--- config.mk ---
export PLATFORM = sky130hd
export DESIGN_NAME = ton_tran_det_mc
export DESIGN_NICKNAME = d
export VERILOG_FILES = /design/src/rtl/g726_pkg.sv /design/src/rtl/tran_dq_thr.sv /design/src/rtl/ton_tran_det_mc.sv
export SDC_FILE = /design/constraint.sdc
export NUM_CORES = 1
export LEC_CHECK = 0
export BUFFER_PORTS_ARGS = -buffer_cell sky130_fd_sc_hd__buf_2
export CAP_MARGIN = 5
export CORE_MARGIN = 10
export CORE_UTILIZATION = 50
export DETAILED_ROUTE_END_ITERATION = 6
export PLACE_DENSITY = 0.76
export SYNTH_ARGS = -nofsm -noshare
export SYNTH_HDL_FRONTEND = slang
export SYNTH_SLANG_ARGS = --single-unit
--- constraint.sdc ---
create_clock -name CLK -period 2.7 [get_ports CLK]
set_clock_uncertainty 0.1 [all_clocks]
set_input_delay 0.27 -clock CLK [delete_from_list [all_inputs] [get_ports CLK]]
set_output_delay 0.27 -clock CLK [all_outputs]
set_load 0.01 [all_outputs]
--- src/rtl/g726_pkg.sv ---
// Shared G.726 constants and field types for the tone/transition detector datapath.
package g726_pkg;

   localparam logic [15:0] TONE_THR_DEF = 16'hD200;
   localparam logic [3:0]  YLINT_SAT    = 4'd9;
   localparam logic [14:0] DQTHR_SAT    = 15'h7C00;

   typedef logic [15:0] a2p_t;
   typedef logic [18:0] yl_t;
   typedef logic [15:0] dq_t;

endpackage

--- src/rtl/tran_dq_thr.sv ---
// Transition threshold from the slow scale factor: 1.5 * 2^YL, halved, saturating for large YLINT.
module tran_dq_thr
   import g726_pkg::*;
(
   input  yl_t         yl,
   output logic [14:0] dqthr
);

   logic [3:0]  ylint;
   logic [4:0]  ylfrac;
   logic [15:0] thr1;
   logic [15:0] thr2;
   logic [15:0] sum;
   logic        unused_yl_low;

   assign unused_yl_low = ^yl[9:0];

   always_comb begin
      ylint  = yl[18:15];
      ylfrac = yl[14:10];
      // Shifts above YLINT_SAT can overflow, but that result is discarded below.
      thr1   = {10'd0, 1'b1, ylfrac} << ylint;
      thr2   = (ylint > YLINT_SAT) ? {1'b0, DQTHR_SAT} : thr1;
      sum    = thr2 + (thr2 >> 1);
      dqthr  = sum[15:1];
   end

endmodule

--- src/rtl/ton_tran_det_mc.sv ---
// Multi-channel tone/transition detector: two-stage pipeline, per-channel TD bits with
// stage-2 -> stage-1 bypass, per-channel saturating TR event counters and channel clear.
module ton_tran_det_mc
   import g726_pkg::*;
#(
   parameter int unsigned NUM_CH   = 4,
   parameter int unsigned CH_W     = (NUM_CH > 1) ? $clog2(NUM_CH) : 1,
   parameter logic [15:0] TONE_THR = TONE_THR_DEF,
   parameter int unsigned CNT_W    = 8
)(
   input  logic             CLK,
   input  logic             rstn,
   input  logic             in_valid,
   input  logic [CH_W-1:0]  in_ch,
   input  a2p_t             A2P,
   input  yl_t              YL,
   input  dq_t              DQ,
   input  logic             ch_clr,
   input  logic [CH_W-1:0]  clr_ch,
   output logic             out_valid,
   output logic [CH_W-1:0]  out_ch,
   output logic             TDP,
   output logic             TR,
   input  logic [CH_W-1:0]  cnt_sel,
   output logic [CNT_W-1:0] cnt_q
);

   localparam logic [CNT_W-1:0] CNT_MAX = '1;

   logic              s1_valid;
   logic              s1_ok;
   logic              s1_tdp;
   logic              s1_td;
   logic [CH_W-1:0]   s1_ch;
   logic [14:0]       s1_dqmag;
   logic [14:0]       s1_dqthr;

   logic [14:0]       dqthr;
   logic [NUM_CH-1:0] td_q;
   logic [CNT_W-1:0]  cnt_r [NUM_CH];

   logic              in_ok;
   logic              sel_ok;
   logic              tdp_in;
   logic              td_rd;
   logic              s2_we;
   logic              s2_tr;
   logic              s2_wr_td;
   logic              unused_dq_sign;

   assign unused_dq_sign = DQ[15];
   assign in_ok  = (32'(in_ch) < NUM_CH);
   assign sel_ok = (32'(cnt_sel) < NUM_CH);

   tran_dq_thr u_dq_thr (
      .yl    (YL),
      .dqthr (dqthr)
   );

   always_comb begin
      tdp_in   = A2P[15] && (A2P < TONE_THR);
      s2_we    = s1_valid && s1_ok;
      s2_tr    = s2_we && s1_td && (s1_dqmag > s1_dqthr);
      s2_wr_td = s2_tr ? 1'b0 : s1_tdp;
      // Storage, then the in-flight stage-2 write, then a same-edge clear: last one wins.
      td_rd = 1'b0;
      if (in_ok)
         td_rd = td_q[in_ch];
      if (s2_we && (s1_ch == in_ch))
         td_rd = s2_wr_td;
      if (ch_clr && (clr_ch == in_ch))
         td_rd = 1'b0;
   end

   always_ff @(posedge CLK or negedge rstn) begin
      if (!rstn) begin
         s1_valid  <= 1'b0;
         s1_ok     <= 1'b0;
         s1_tdp    <= 1'b0;
         s1_td     <= 1'b0;
         s1_ch     <= '0;
         s1_dqmag  <= '0;
         s1_dqthr  <= '0;
         out_valid <= 1'b0;
         out_ch    <= '0;
         TR        <= 1'b0;
         TDP       <= 1'b0;
         cnt_q     <= '0;
         td_q      <= '0;
         for (int i = 0; i < NUM_CH; i++)
            cnt_r[i] <= '0;
      end else begin
         s1_valid <= in_valid;
         if (in_valid) begin
            s1_ch    <= in_ch;
            s1_ok    <= in_ok;
            s1_tdp   <= tdp_in;
            s1_td    <= td_rd;
            s1_dqmag <= DQ[14:0];
            s1_dqthr <= dqthr;
         end
         out_valid <= s1_valid;
         if (s1_valid) begin
            out_ch <= s1_ch;
            TR     <= s2_tr;
            TDP    <= s1_tdp;
         end
         for (int i = 0; i < NUM_CH; i++) begin
            if (ch_clr && (clr_ch == CH_W'(i))) begin
               td_q[i]  <= 1'b0;
               cnt_r[i] <= '0;
            end else if (s2_we && (s1_ch == CH_W'(i))) begin
               td_q[i] <= s2_wr_td;
               if (s2_tr && (cnt_r[i] != CNT_MAX))
                  cnt_r[i] <= cnt_r[i] + 1'b1;
            end
         end
         cnt_q <= sel_ok ? cnt_r[cnt_sel] : '0;
      end
   end

endmodule

# == Word-level counts from Yosys, hierarchy flattened ==
# Index checks and enable logic that the tools add are counted.
# Widths: inputs -> output; s select.
# word_totals
in_bits,61
regBits,85
wordCells,105
out_inout_bits,13
# op_classes
shift,1
n_reduce_logical,32
bitwise,1
muxes,29
n_eq_ne,12
addsub,5
magnitude_cmp,5
# op_table
cell,count
$mux 8,14
$add 8x1->8 const B,4
$ne 8x8->1 const B,4
$logic_and 1x1->1,18
$add 16x15->16,1
$bmux 8 s2,1
$lt 16x16->1 const B,1
$mux 16,1
$reduce_bool 2->1,8
$shl 6x4->16,1
$gt 15x15->1,1
$mux 1,12
$eq 2x2->1 const B,4
$reduce_and 2->1,4
$eq 2x1->1 const B,2
$eq 2x2->1,2
$gt 4x4->1 const B,1
$logic_not 2->1,2
$ge 3x3->1 const B,1
$lt 2x3->1 const B,1
$not 2->3,1
$bmux 1 s2,1

# == Logic depth before layout (Yosys ltp) ==
# logic_depth
word_depth,7
ltp_mapped,14
depth_no_buf,12

# == Modules after synthesis ==
# A second synthesis with hierarchy kept.
# unflattened
hier_cells,597
area_unflattened_um2,5709.2
# by_module_without_submodules
mod,area_each_um2,seq_area_each_um2,cells_each,n_inst
ton_tran_det_mc,4336.7,2127.0,405,1
tran_dq_thr,1372.6,0.0,192,1

# == Worst setup path before layout ==
# No wires, ideal clock.
# synth_path
path_kind,input -> register
start,input YL[15]
end,register s1_dqthr[14]
stages,12
n_path_buf,1
required_time_ps,2466
setup_time_ps,134
t_arrival_ps,3074
setup_slack_ps,-608
cell_sequence,buf_6 -> mux4_2 -> and2_1 -> ha_1 -> and2_1 -> a41oi_1 -> nand2b_4 -> a211oi_2 -> o32a_2 -> o21ai_2 -> a2111oi_1 -> nor3_1
# synth_between
elab_chain_cells,3
elab_cells_between_ends,4
cone_classes,add/sub: 1; order compare: 1; shift: 1; mux: 1
# synth_lines
item,line,source
"start, declared",ton_tran_det_mc.sv:16,"input yl_t YL,"
$gt 4x4->1 / $shl 6x4->16 (equally long branches),"tran_dq_thr.sv:23, tran_dq_thr.sv:22",
$mux 16 *,tran_dq_thr.sv:23,"thr2 = (ylint > YLINT_SAT) ? {1'b0, DQTHR_SAT} : thr1;"
$add 16x15->16 *,tran_dq_thr.sv:24,sum = thr2 + (thr2 >> 1);
"end signal, assigned",ton_tran_det_mc.sv:100,s1_dqthr <= dqthr;
"end, declared",ton_tran_det_mc.sv:36,logic [14:0] s1_dqthr;
# Every way passes the cells marked *; elsewhere a longest branch is shown, timed or not.
# A chain may end at the register's enable or synchronous reset.

# == Worst setup path in the final report ==
# layout_path
start,input YL[10]
end,register s1_dqthr[4]
# layout_between
elab_chain_cells,3
# layout_lines
item,line,source
$shl 6x4->16,tran_dq_thr.sv:22,"thr1 = {10'd0, 1'b1, ylfrac} << ylint;"
$mux 16,tran_dq_thr.sv:23,
$add 16x15->16,tran_dq_thr.sv:24,
# Every way passes these cells.

==> flow_summary_export.csv <==
group,metric,value,unit
worst_setup_path,crit_type,"input port to flop",
power,p_sw,1030,uW
grt,use_met3,0.03207,
synth,synthCells,574,
power,p_leak,0.003266,uW
clock_network,cts-root-buf,"clkbuf_16",
worst_setup_path,crit_required,2.83,ns
power,power_density,520.6,nW/um^2
cells_and_area,nets,774,
worst_setup_path,cp_top_family,"compound AO/OA/AOI/OAI gates",
clock_network,cts_hold_buffers,0,
power,p_comb_frac,0.258,
run_status,violations,"negative setup slack",
timing,fmax,0.3642,GHz
worst_setup_path,cp_slowest_cell,"mux4_2",
clock_network,htree_num_levels,3,
grt,grt_max_degree,86,
cells_and_area,fillers,828,
die,die_area,15990,sq um
worst_setup_path,reg2reg_slack,0.09,ns
drt,vias,4711,
worst_setup_path,crit_path_start_kind,"input port",
timing,slew_viol_final,0,
synth,yosys_warnings,0,
worst_setup_path,reg2reg_from,"s1_dqmag[14]$_DFFE_PN0P_",
placement,gp_congestion,0.8627,
grt,busiest_layer,"met2",
worst_setup_path,crit_top_cell,"buf_4",
run,drv_cap,0,
placement,pre_cts_slack,-0.4488,ns
cells_and_area,drive_above_1_share,0.3290,
grt,grt.overflow.total,0,
placement,placed_cells,809,
synth,avgSynthCellArea,9.872,sq um
synth,synth_area,5667,sq um
min_path,min_path_type,"input port to async pin",
power,switching_share,0.2822,
timing,rsz0062_at_grt,"true",
worst_setup_path,reg2reg_depth,8,
die,rows,38,
worst_setup_path,critPathBufInv,5,
die,start_util,0.5159,
drt,drt-pass1-iter-count,4,
run_status,status,"complete, but fails checks",
timing,hold_violations,0,
grt,antenna_found_initial,0,
die,ios,74,
synth,ys.flop_type,"dfrtp_1",
power,intPower,2621,uW
timing,fin_crit_sh,1.017,
placement,post_dp_cell_area,6535,sq um
drt,drtAntennaViolNets,0,
synth,ys_ff_latch,85,
worst_setup_path,worst-path-stages,15,
clock_network,numCtsBuffers,9,
clock_network,cts_tree,"done",
synth,async_reset_ff_frac,1.000,
clock_network,path_clk_slew,0.06,ns
die,die_w,126.5,um
drt,first_iter_violations,364,
synth,synth-seq-area-share,0.3754,
power,ir_worst_vdd,0.3754,mV
grt,grt_util_met1,0.2005,
timing,period_needed,2.746,ns
grt,grt_pass1_wl,23.44,mm
worst_setup_path,worstPathArrival,2.88,ns
worst_setup_path,critPathMaxFanout,4,
cells_and_area,fin_area,7014,sq um
drt,vias_per_cell,5.696,
synth,synth.distinct_cells,83,
cells_and_area,layout.cells.non_filler,827,
worst_setup_path,cp-end-kind,"flop",
timing,setup_violations,3,
cells_and_area,area_growth,23.78,%
worst_setup_path,cp_slowest_stage_delay,0.47,ns
cells_and_area,multi_input_area,3441,sq um
die,core-area,10980,sq um
timing,worstMarginPinSlew,1.063,ns
grt,grt_pass1_vias,4926,
worst_setup_path,crit_path_start,"YL[10]",
cells_and_area,antenna_cells,0,
power,clkPwrFrac,0.348,
drt,routedWlPerCell,16.63,um
power,seqPwrFrac,0.394,
clock_network,clkLatencyLatePin,0.34,ns
clock_network,cts_buffer_depth,2,
placement,io_buffers,53,
cells_and_area,regArea,2127,sq um
drt,drt_wl_total,13.76,mm
grt,grt_use_met2,0.3092,
die,die_height,126.5,um
clock_network,cts.sinks,85,
placement,dp_hpwl,10.30,mm
worst_setup_path,r2r-end,"cnt_r[7]$_DFFE_PN0P_",
worst_setup_path,crit_end,"s1_dqthr[4]$_DFFE_PN0P_",
worst_setup_path,crit_chain,"buf_8, mux4_2, and2_4, ha_4, buf_4, and2_4, a41oi_4, buf_4, buf_6, buf_4, nand3_2, a21oi_2, a311oi_1, o2111ai_1, o21a_1",
synth,syn-num-nets,664,
timing,fin_ws,-0.04555,ns
drt,drcViolationCount,0,
grt,grtUsageTotal,0.1727,
timing,maxSlewHeadroom,0.2915,
synth,synth_edf_count,0,
==> cells in the mapped netlist, types with 3 or more instances <==
library cell,instances,area (sq um)
nand4_1,15,93.84
a21oi_1,36,180.2
nor4_1,3,18.77
and3_1,11,68.82
ha_1,28,350.3
mux2_2,23,259.0
nor2b_1,6,37.54
buf_6,6,67.56
clkbuf_1,11,41.29
buf_1,5,18.77
a21o_1,11,82.58
xnor2_1,19,166.4
o21ai_0,21,105.1
nor3_1,12,60.06
nor2_1,64,240.2
nor3b_1,3,22.52
nand2_1,32,120.1
or4_1,3,22.52
mux4_2,10,225.2
o21ai_1,3,15.01
xor2_1,19,166.4
dfrtp_1,85,2127
o211ai_1,3,22.52
inv_1,25,93.84
and2_1,8,50.05
nand3_1,23,115.1
a211oi_2,3,37.54
a31o_2,3,26.28
or2_2,4,25.02
mux2i_1,9,90.09
nand3b_1,7,52.55
==> metrics by stage <==
stage | hold WS (ns) | util | power, uW | TNS [ns]
after floorplan | -0.1256 | - | 2034 | -1.299
after global placement | 0.3776 | 0.5950 | 2311 | -2.787
after detailed placement | 0.3997 | 0.5950 | 2353 | -3.479
after CTS | 0.04978 | 0.6278 | 3637 | -0.05356
after global routing | 0.05659 | 0.6386 | 3838 | -1.071
final | 0.01927 | 0.6386 | 3652 | -0.09159
==> logic make-up after synthesis <==
| logic type | after synthesis | share of synthesized area |
|---|---|---|
| XOR/XNOR | 38 | 0.05873 |
| buffers and inverters | 51 | 0.04747 |
| AND/OR/NAND/NOR | 208 | 0.1930 |
| AO/OA/AOI/OAI | 118 | 0.1517 |
| flip-flops | 85 | 0.3754 |
| other | 1 | 0.0006618 |
| multiplexers | 44 | 0.1078 |
| adder cells (fa/ha/maj) | 29 | 0.06536 |
==> worst reg2reg max path: cells and delay by family (launching register included) <==
| kind | cells | cell delay [ns] |
|---|---|---|
| flops | 1 | 0.39 |
| compound gates | 4 | 0.97 |
| fa+ha+maj | 1 | 0.33 |
| simple gates | 3 | 0.75 |
==> metal layers <==
metal | routed length, um | up-vias
li1 | - | 2298
met1 | 5742 | 2293
met2 | 7228 | 102
met3 | 514 | 18
met4 | 270 | 0
met5 | 0 | -
==> power by group through the flow <==
stage	sequential, uW	clock, uW	combinational, uW
global route	1450	1340	1040
global placement	1450	0	857
floorplan	1440	0	591
detailed placement	1460	0	893
CTS	1440	1290	910
finish	1440	1270	942
==> how the worst min path moves through the flow <==
| stage | endpoint | cells after the start | start |
|---|---|---|---|
| CTS | s1_dqmag[0]$_DFFE_PN0P_ | 3 | DQ[0] |
| global placement | s1_dqthr[4]$_DFFE_PN0P_ | 1 | s1_dqthr[4]$_DFFE_PN0P_ |
| detailed placement | TDP$_DFFE_PN0P_ | 1 | TDP$_DFFE_PN0P_ |
| floorplan | TDP$_DFFE_PN0P_ | 0 | rstn |
| global route | s1_dqmag[3]$_DFFE_PN0P_ | 2 | DQ[3] |
| finish | s1_ch[1]$_DFFE_PN0P_ | 1 | rstn |
==> cell usage in the layout (no fill, tap or decap), drive strengths merged, types with 9 or more instances in the layout <==
master and n:
mux4 10, mux2i 11, nand3 23, nand4 15, and3 11, xnor2 19
nor3 12, a21o 11, buf 125, a21oi 37, nor2 64, clkbuf 9
nand2 32, mux2 23, o21ai 26, dfrtp 85, xor2 19, inv 25
ha 28
==> area by class of cell <==
class / instances / area share
inverters: 25 / 0.01338
multi-input cells: 438 / 0.4905
clock inverters: 5 / 0.01106
well taps: 140 / 0.02497
repair buffers: 125 / 0.1247
clock buffers: 9 / 0.03211
flip-flops and latches: 85 / 0.3032
==> sequential cells by signal, indices dropped and copies added, names as in the netlist <==
name,count
TDP,1
TR,1
cnt_q,8
cnt_r,32
out_ch,2
out_valid,1
s1_ch,2
s1_dqmag,15
s1_dqthr,15
s1_ok,1
s1_td,1
s1_tdp,1
s1_valid,1
td_q,4
==> repair_timing <==
action,CTS,global route
endpoints found under the setup margin,4,16
hold endpoints to repair,0,0
gates resized for setup,11,22
pin swaps,3,10
buffers inserted,2,2
No activity file was read; power rests on OpenSTA's default activity.
